[src/rtl/apb3_traffic_pkg.sv]
// Shared types and the data pattern used by the APB3 traffic sequencer.
// The same pattern generates write data and the expected read data.
package apb3_traffic_pkg;

   typedef enum logic [1:0] {
      MODE_WR_THEN_RD  = 2'd0,
      MODE_WR_ONLY     = 2'd1,
      MODE_RD_ONLY     = 2'd2,
      MODE_INTERLEAVED = 2'd3
   } mode_e;

   typedef enum logic [2:0] {
      ST_IDLE,
      ST_PRE,
      ST_ISSUE,
      ST_WAIT_RSP,
      ST_POST,
      ST_DONE
   } state_e;

   localparam int unsigned PatternWidth = 64;

   function automatic logic [PatternWidth-1:0] pattern(input logic [PatternWidth-1:0] seed,
                                                       input logic [PatternWidth-1:0] index);
      return seed ^ index;
   endfunction

endpackage

[src/rtl/apb3_ui_timer.sv]
// Gap timer for the PRE and POST idle phases. While load_i is high it holds
// the preload; once load_i drops it counts down to zero and stays there.
module apb3_ui_timer #(
   parameter int unsigned Width = 4
) (
   input  logic             clk_i,
   input  logic             reset_i,
   input  logic             load_i,
   input  logic [Width-1:0] load_val_i,
   output logic             expired_o
);

   logic [Width-1:0] count_q;

   always_ff @(posedge clk_i) begin
      if (reset_i)               count_q <= '0;
      else if (load_i)           count_q <= load_val_i;
      else if (count_q != '0)    count_q <= count_q - Width'(1);
   end

   assign expired_o = (count_q == '0);

endmodule

[src/rtl/apb3_traffic_sequencer.sv]
// Command-side traffic generator for an APB3 requester: bursts of writes and/or
// reads with programmable idle gaps, read-data checking and completion counters.
module apb3_traffic_sequencer
   import apb3_traffic_pkg::*;
#(
   parameter int unsigned          TransfersNum      = 8,
   parameter int unsigned          AddrWidth         = 20,
   parameter int unsigned          DataWidth         = 32,
   parameter logic [AddrWidth-1:0] BaseAddress       = '0,
   parameter logic [DataWidth-1:0] DataSeed          = DataWidth'(32'hA5A5_0000),
   parameter int unsigned          PreTransactionUI  = 2,
   parameter int unsigned          PostTransactionUI = 8,
   parameter int unsigned          Back2BackNum      = 2,
   localparam int unsigned         CW                = $clog2(TransfersNum + 1)
) (
   input  logic                 clk_i,
   input  logic                 reset_i,
   input  logic                 go_i,
   input  logic [1:0]           mode_i,
   output logic                 req_valid_o,
   input  logic                 req_ready_i,
   output logic                 req_write_o,
   output logic [AddrWidth-1:0] req_addr_o,
   output logic [DataWidth-1:0] req_wdata_o,
   input  logic                 rsp_valid_i,
   input  logic [DataWidth-1:0] rsp_rdata_i,
   output logic                 busy_o,
   output logic                 done_o,
   output logic [CW-1:0]        count_writes_o,
   output logic [CW-1:0]        count_reads_o,
   output logic [7:0]           mismatch_count_o
);

   localparam int unsigned OW     = $clog2(2 * TransfersNum + 1);
   localparam int unsigned IW     = (TransfersNum > 1) ? $clog2(TransfersNum) : 1;
   localparam int unsigned BW     = (Back2BackNum > 1) ? $clog2(Back2BackNum) : 1;
   localparam int unsigned GapMax = (PreTransactionUI > PostTransactionUI) ? PreTransactionUI
                                                                          : PostTransactionUI;
   localparam int unsigned TW     = (GapMax > 1) ? $clog2(GapMax) : 1;
   localparam logic [TW-1:0] PreLoad  = (PreTransactionUI == 0)  ? '0 : TW'(PreTransactionUI - 1);
   localparam logic [TW-1:0] PostLoad = (PostTransactionUI == 0) ? '0 : TW'(PostTransactionUI - 1);
   localparam logic [AddrWidth-1:0] AddrStep = AddrWidth'(DataWidth / 8);

   state_e               state_q;
   mode_e                mode_q;
   logic [OW-1:0]        op_q, op_nxt, total_ops;
   logic [BW-1:0]        burst_q;
   logic                 req_valid_q, req_write_q, busy_q, done_q;
   logic [AddrWidth-1:0] req_addr_q;
   logic [DataWidth-1:0] req_wdata_q, exp_data, issue_data;
   logic [CW-1:0]        cw_q, cr_q;
   logic [7:0]           mis_q;
   logic [IW:0]          cur_dec, issue_dec;
   logic                 issue_zero, last_op, burst_more, rd_bad, tmr_load, tmr_expired;
   logic [TW-1:0]        tmr_val;

   // Op number -> {is_write, index} for the active run mode.
   function automatic logic [IW:0] decode(input mode_e m, input logic [OW-1:0] op);
      logic          wr;
      logic [OW-1:0] ix;
      case (m)
         MODE_WR_THEN_RD: begin
            wr = (op < OW'(TransfersNum));
            ix = wr ? op : op - OW'(TransfersNum);
         end
         MODE_WR_ONLY: begin wr = 1'b1;   ix = op;      end
         MODE_RD_ONLY: begin wr = 1'b0;   ix = op;      end
         default:      begin wr = ~op[0]; ix = op >> 1; end
      endcase
      return {wr, ix[IW-1:0]};
   endfunction

   always_comb begin
      op_nxt     = op_q + OW'(1);
      total_ops  = (mode_q == MODE_WR_ONLY || mode_q == MODE_RD_ONLY) ? OW'(TransfersNum)
                                                                      : OW'(2 * TransfersNum);
      cur_dec    = decode(mode_q, op_q);
      last_op    = (op_nxt == total_ops);
      burst_more = (burst_q != BW'(Back2BackNum - 1)) && !last_op;
      exp_data   = DataWidth'(pattern(PatternWidth'(DataSeed), PatternWidth'(cur_dec[IW-1:0])));
      rd_bad     = (mode_q == MODE_WR_THEN_RD || mode_q == MODE_INTERLEAVED) &&
                   !cur_dec[IW] && (rsp_rdata_i != exp_data);
      // Command fields are staged from whichever op the next ISSUE will carry.
      issue_dec  = cur_dec;
      issue_zero = 1'b0;
      case (state_q)
         ST_IDLE, ST_DONE: begin
            issue_dec  = decode(mode_e'(mode_i), '0);
            issue_zero = !go_i;
         end
         ST_WAIT_RSP: issue_dec = decode(mode_q, op_nxt);
         default: ;
      endcase
      issue_data = DataWidth'(pattern(PatternWidth'(DataSeed), PatternWidth'(issue_dec[IW-1:0])));
      // Timer holds its preload outside the gap it is timing.
      tmr_load   = (state_q != ST_PRE && state_q != ST_POST) || (state_q == ST_POST && tmr_expired);
      tmr_val    = (state_q == ST_WAIT_RSP && PostTransactionUI != 0) ? PostLoad : PreLoad;
   end

   apb3_ui_timer #(.Width(TW)) u_timer (
      .clk_i      (clk_i),
      .reset_i    (reset_i),
      .load_i     (tmr_load),
      .load_val_i (tmr_val),
      .expired_o  (tmr_expired)
   );

   always_ff @(posedge clk_i) begin
      if (reset_i) begin
         req_write_q <= 1'b0;
         req_addr_q  <= '0;
         req_wdata_q <= '0;
      end else if (state_q != ST_ISSUE) begin
         req_write_q <= !issue_zero && issue_dec[IW];
         req_addr_q  <= issue_zero ? '0 : BaseAddress + AddrWidth'(issue_dec[IW-1:0]) * AddrStep;
         req_wdata_q <= (issue_zero || !issue_dec[IW]) ? '0 : issue_data;
      end
   end

   always_ff @(posedge clk_i) begin
      if (reset_i) begin
         state_q     <= ST_IDLE;
         mode_q      <= MODE_WR_THEN_RD;
         op_q        <= '0;
         burst_q     <= '0;
         req_valid_q <= 1'b0;
         busy_q      <= 1'b0;
         done_q      <= 1'b0;
         cw_q        <= '0;
         cr_q        <= '0;
         mis_q       <= '0;
      end else begin
         case (state_q)
            ST_IDLE, ST_DONE: if (go_i) begin
               mode_q  <= mode_e'(mode_i);
               op_q    <= '0;
               burst_q <= '0;
               cw_q    <= '0;
               cr_q    <= '0;
               mis_q   <= '0;
               done_q  <= 1'b0;
               busy_q  <= 1'b1;
               if (PreTransactionUI == 0) begin
                  state_q     <= ST_ISSUE;
                  req_valid_q <= 1'b1;
               end else state_q <= ST_PRE;
            end
            ST_PRE: if (tmr_expired) begin
               state_q     <= ST_ISSUE;
               req_valid_q <= 1'b1;
            end
            ST_ISSUE: if (req_ready_i) begin
               state_q     <= ST_WAIT_RSP;
               req_valid_q <= 1'b0;
            end
            ST_WAIT_RSP: if (rsp_valid_i) begin
               op_q <= op_nxt;
               if (cur_dec[IW]) cw_q <= cw_q + CW'(1);
               else             cr_q <= cr_q + CW'(1);
               if (rd_bad && mis_q != 8'hFF) mis_q <= mis_q + 8'd1;
               if (burst_more) begin
                  burst_q     <= burst_q + BW'(1);
                  state_q     <= ST_ISSUE;
                  req_valid_q <= 1'b1;
               end else begin
                  burst_q <= '0;
                  if (PostTransactionUI != 0) state_q <= ST_POST;
                  else if (last_op) begin
                     state_q <= ST_DONE;
                     done_q  <= 1'b1;
                     busy_q  <= 1'b0;
                  end else if (PreTransactionUI == 0) begin
                     state_q     <= ST_ISSUE;
                     req_valid_q <= 1'b1;
                  end else state_q <= ST_PRE;
               end
            end
            ST_POST: if (tmr_expired) begin
               if (op_q == total_ops) begin
                  state_q <= ST_DONE;
                  done_q  <= 1'b1;
                  busy_q  <= 1'b0;
               end else if (PreTransactionUI == 0) begin
                  state_q     <= ST_ISSUE;
                  req_valid_q <= 1'b1;
               end else state_q <= ST_PRE;
            end
            default: state_q <= ST_IDLE;
         endcase
      end
   end

   assign req_valid_o      = req_valid_q;
   assign req_write_o      = req_write_q;
   assign req_addr_o       = req_addr_q;
   assign req_wdata_o      = req_wdata_q;
   assign busy_o           = busy_q;
   assign done_o           = done_q;
   assign count_writes_o   = cw_q;
   assign count_reads_o    = cr_q;
   assign mismatch_count_o = mis_q;

endmodule

[config.mk]
export PLATFORM = sky130hd
export DESIGN_NAME = apb3_traffic_sequencer
export DESIGN_NICKNAME = d
export VERILOG_FILES = /design/src/rtl/apb3_traffic_pkg.sv /design/src/rtl/apb3_ui_timer.sv /design/src/rtl/apb3_traffic_sequencer.sv
export SDC_FILE = /design/constraint.sdc
export NUM_CORES = 1
export LEC_CHECK = 0
export CAP_MARGIN = 20
export CORE_ASPECT_RATIO = 0.6
export CORE_MARGIN = 2
export CORE_UTILIZATION = 44
export DETAILED_ROUTE_END_ITERATION = 6
export PLACE_DENSITY = 0.81
export SLEW_MARGIN = 15
export SYNTH_ARGS = -nofsm -noshare
export SYNTH_HDL_FRONTEND = slang
export SYNTH_HIERARCHICAL = 1
export SYNTH_SLANG_ARGS = --single-unit
[constraint.sdc]
create_clock -name clk_i -period 2.5 [get_ports clk_i]
set_input_delay 0.5 -clock clk_i [delete_from_list [all_inputs] [get_ports clk_i]]
set_output_delay 0.5 -clock clk_i [all_outputs]
set_load 0.1 [all_outputs]
==> tab_implementation.tex <==
\begin{tabular}{lr}
\hline
Metric & Value \\
\hline
\multicolumn{2}{l}{\textbf{Layout}} \\
Filler cell count & about 560 \\
Commonest non-fill, non-tap cells in the layout & sky130\_fd\_sc\_hd\_\_buf\_4, sky130\_fd\_sc\_hd\_\_dfxtp\_1, sky130\_fd\_sc\_hd\_\_conb\_1, sky130\_fd\_sc\_hd\_\_clkdlybuf4s50\_1, sky130\_fd\_sc\_hd\_\_nor2\_1 \\
Layout Area Growth over Synthesis & 25.31\% \\
Finished Cell Area & 3531 sq um \\
Most common cell after layout, fill and taps aside & sky130\_fd\_sc\_hd\_\_buf\_4 \\
Diodes inserted & 0 \\
Share of post-route cells with drive strength above 1 & between 10\% and 20\% \\
Final Non-Filler Cells & $\sim$500 \\
Number of nets in the layout & 470 \\
\multicolumn{2}{l}{\textbf{Global routing}} \\
Aggregate global routing overflow & 0 \\
Pin count of the biggest net entering global routing & 14 \\
Global-route wire length before repair & $\sim$11000 um \\
Vias in the first global route & 2431 \\
All-layer global routing usage & between 10\% and 20\% \\
Initial antenna violation count & 0 \\
\multicolumn{2}{l}{\textbf{Clock tree}} \\
Clock-pin slew of the registers on the worst-case setup and hold paths & approximately 0.08 ns \\
Clock buffer count from CTS & 5 \\
H-tree lvl count & 2 \\
Clock Root Buffer & sky130\_fd\_sc\_hd\_\_clkbuf\_8 \\
Clock Tree Buf Depth & 2 \\
Clock sink count & 40 \\
Clock latency at the later pin of the worst-skew pair & roughly 0.29 ns \\
Number of buffers added for setup after CTS & 0 \\
Clock tree from TritonCTS & built \\
Total of hold buffers inserted after clock tree synthesis & 0 \\
Count of instances resized after the clock tree is built & 0 \\
\multicolumn{2}{l}{\textbf{Critical path}} \\
Max stage delay on crit path & around 0.6 ns \\
Crit. End Element & flop \\
Cell-by-cell trace of the critical path & clkdlybuf4s50\_1 -> nor4bb\_1 -> nand4\_1 -> or4\_4 -> o211ai\_4 -> or3\_1 -> a21oi\_2 \\
Data arrival at the endpoint of the critical path & 2.53 ns \\
Worst Setup Start Kind & input port \\
Worst flop-to-flop path startpoint & mode\_q[0] \\
Count of cells along the worst register-to-register path & 7 \\
Crit-path max FO & 10 \\
Category of the most critical setup path & in2reg \\
Cell type of the slowest stage on the worst timing path & sky130\_fd\_sc\_hd\_\_or4\_4 \\
Reg-to-Reg End & mismatch\_count\_o[7] \\
Worst reg-to-reg setup slack & $\sim$0.15 ns \\
Endpoint required time on the critical path & roughly 2.7 ns \\
\multicolumn{2}{l}{\textbf{Place}} \\
Post-detailed-placement half-perimeter wirelength & 5408 um \\
Number of I/O port buffers & 72 \\
Weighted congestion at the end of routability-driven global placement & roughly 0.9 \\
Placed cell count & 497 \\
Worst-case setup slack after placement & -0.1326 ns \\
Dpl cell area & 3410 sq um \\
\multicolumn{2}{l}{\textbf{Synthesis}} \\
Synthesized-area fraction occupied by adder cells & 4.885\% \\
Post-synthesis compound-gate area fraction & about 16\% \\
Top cell type's share of synthesized area & between 20\% and 30\% \\
Area share of xor/xnor cells in the synthesized design & 4.973\% \\
Syn Std Cell Area & 2818 sq um \\
Synth unique cells & 59 \\
Synthesized flop and latch total & 40 \\
Asr flop ratio synth & 0\% \\
Syn Area/Cell & 8.144 sq um \\
Main combinational cell family by area after synthesis & simple AND/OR/NAND/NOR gates \\
Number of warnings printed during yosys synthesis & 6 \\
Share of synthesized area occupied by flip-flops and latches & approximately 28\% \\
Post-synthesis cell count & about 350 \\
Basic-gate share of the synthesized area counting and, or, nand and nor cells & 24.91\% \\
Yosys top cell by area & sky130\_fd\_sc\_hd\_\_dfxtp\_1 \\
Number of synthesized flops with an enable pin & 0 \\
Ranking of synthesized cells by area & sky130\_fd\_sc\_hd\_\_dfxtp\_1, sky130\_fd\_sc\_hd\_\_buf\_4, sky130\_fd\_sc\_hd\_\_a21oi\_1 \\
Most frequently used flop master after synthesis & sky130\_fd\_sc\_hd\_\_dfxtp\_1 \\
Share of cell area taken by muxes after synthesis & under 10\% \\
\multicolumn{2}{l}{\textbf{Routing}} \\
Count of unresolved DRC violations after routing & 0 \\
Final ANT Viol Nets & 0 \\
Total wire length & $\sim$6800 um \\
Vias after detailed routing & between 2000 and 3000 \\
DRC marker count from the first detailed-route iteration & $\sim$140 \\
Length of the first detailed-routing pass in iterations & 4 \\
Post-DR vias/cell & around 5 \\
Wire length per cell after detailed routing & approximately 14 um \\
\multicolumn{2}{l}{\textbf{Floorplanning}} \\
Floorplan die area & 7081 sq um \\
Starting density of the core & 45.90\% \\
Standard-cell rows & 22 \\
Number of top-level pins & roughly 110 \\
DIE WIDTH & between 100 and 150 um \\
Placeable Area & between 6000 and 7000 sq um \\
Die Height & 65.99 um \\
\multicolumn{2}{l}{\textbf{STA}} \\
Count of endpoints failing setup in the final report & 0 \\
Minimum period implied by the final worst setup slack & around 2.4 ns \\
Final setup skew & just over 0.008 ns \\
Hold Violations, Final & 0 \\
Final slew viol count & 0 \\
Accumulated negative setup slack & 0 ns \\
Final worst-path cycle share & roughly 94\% \\
Fmax & 424.8 MHz \\
Setup repair after global routing missed its margin & false \\
Final worst setup slack & 0.1457 ns \\
\multicolumn{2}{l}{\textbf{Flow run}} \\
Max cap viols & 0 \\
\multicolumn{2}{l}{\textbf{Pwr}} \\
Max rail drop VDD & around 0.81 mV \\
Leakage power summed over all cells & around 1.4 nW \\
Total power divided by cell area & slightly below 1000 nW/um\^{}2 \\
Total Power Consumption & between 3 and 4 mW \\
\multicolumn{2}{l}{\textbf{Worst hold path}} \\
Path type of the worst min-delay path & reg2reg \\
End point of the most critical hold path & req\_addr\_o[2] \\
Source of the worst hold timing path & req\_addr\_o[2] \\
Worst hold path depth & 2 \\
\multicolumn{2}{l}{\textbf{Status}} \\
Outcome & completed \\
\hline
\end{tabular}
Yosys cell counts (2+ instances only):
cell                        instances
sky130_fd_sc_hd__mux2i_1            7
sky130_fd_sc_hd__nor3_1             3
sky130_fd_sc_hd__or3_1              4
sky130_fd_sc_hd__dfxtp_1           40
sky130_fd_sc_hd__o21ai_0            9
sky130_fd_sc_hd__nand2_1           28
sky130_fd_sc_hd__nand3_1           10
sky130_fd_sc_hd__a31o_2             2
sky130_fd_sc_hd__and3_1             4
sky130_fd_sc_hd__buf_2              5
sky130_fd_sc_hd__nor3b_1            9
sky130_fd_sc_hd__a21oi_2            2
sky130_fd_sc_hd__buf_4             47
sky130_fd_sc_hd__a21oi_1           28
sky130_fd_sc_hd__xnor2_1            8
sky130_fd_sc_hd__nand2b_1           2
sky130_fd_sc_hd__a2111oi_1          3
sky130_fd_sc_hd__inv_1             13
sky130_fd_sc_hd__a211oi_1           2
sky130_fd_sc_hd__or2_2              4
sky130_fd_sc_hd__nor2b_1            8
sky130_fd_sc_hd__nor4bb_1           2
sky130_fd_sc_hd__nor4b_1            4
sky130_fd_sc_hd__xor2_1             8
sky130_fd_sc_hd__nand3b_1           2
sky130_fd_sc_hd__or3b_1             4
sky130_fd_sc_hd__nand4_1            4
sky130_fd_sc_hd__nor2_1            30
sky130_fd_sc_hd__a21o_1             2
sky130_fd_sc_hd__o21ai_1            5
sky130_fd_sc_hd__o31ai_1            2
sky130_fd_sc_hd__nor4_1             3
sky130_fd_sc_hd__clkbuf_1           4
sky130_fd_sc_hd__a31oi_1            2
sky130_fd_sc_hd__ha_1              11
sky130_fd_sc_hd__conb_1             2
worst max-delay path by stage:
stage                              from  cells past startpoint                  end  slack [ns]
floorplan           mismatch_count_o[0]                      7  mismatch_count_o[7]        0.03
global placement        rsp_rdata_i[31]                      7  mismatch_count_o[4]       -0.08
detailed placement      rsp_rdata_i[31]                      7  mismatch_count_o[4]       -0.13
CTS                     rsp_rdata_i[31]                      7  mismatch_count_o[4]        0.17
global route                  mode_q[0]                      7  mismatch_count_o[4]        0.03
finish                  rsp_rdata_i[31]                      7  mismatch_count_o[4]        0.15
through the flow:
step                      util [%]  hold slack (ns)
after detailed placement     55.54           0.4462
after global routing         57.52           0.4889
after global placement       55.54           0.4466
after floorplan                  -           0.4395
after CTS                    57.52           0.4663
final                        57.52           0.4603
power by group:
part           leakage (nW)  total (mW)  internal (mW)  switching (mW)
combinational          1.06        2.12          0.561            1.55
clock                0.0614       0.561          0.327           0.235
sequential            0.325       0.826          0.718           0.109
metal layers:
metal / share of wire [%] / vias up / global-route usage [%]
met5: 0 / - / 0
met4: 0.78 / 0 / 3.896
met3: 11 / 8 / 6.601
met2: 43 / 108 / 31.25
met1: 46 / 1181 / 25.30
li1: - / 1271 / -
sequential cells by signal, indices dropped and copies added, names as in the netlist:
signal            cells
mode_q                2
done_o                1
count_reads_o         4
state_q               3
count_writes_o        4
u_timer/count_q       3
req_wdata_o           4
req_addr_o            3
busy_o                1
req_valid_o           1
burst_q               1
op_q                  5
mismatch_count_o      8
cells by family (layout without fill, tap and decap cells):
family | after synthesis | in the layout
AND/OR/NAND/NOR | 128 | 128
buffers and inverters | 71 | 109
AO/OA/AOI/OAI | 68 | 68
flip-flops | 40 | 40
XOR/XNOR | 16 | 16
adder cells (fa/ha/maj) | 11 | 11
multiplexers | 10 | 10
other | 2 | 39
final cells by class:
type                       count  area (sq um)  share of cell area [%]
clock inverter                 2         38.79                   1.099
inverter                      13         48.80                   1.382
tap                           84         105.1                   2.977
clock buffer                   6         82.58                   2.339
sequential                    40         800.8                   22.68
timing repair buffer          88         755.7                   21.40
multi-input combinational    272          1699                   48.12
worst max-delay path, delay by kind of cell:
kind                   cells  cell delay (ns)
AND/OR/NAND/NOR            4             1.22
buffers and inverters      1             0.45
AO/OA/AOI/OAI              2             0.35
(Power assumes the default switching activity.)
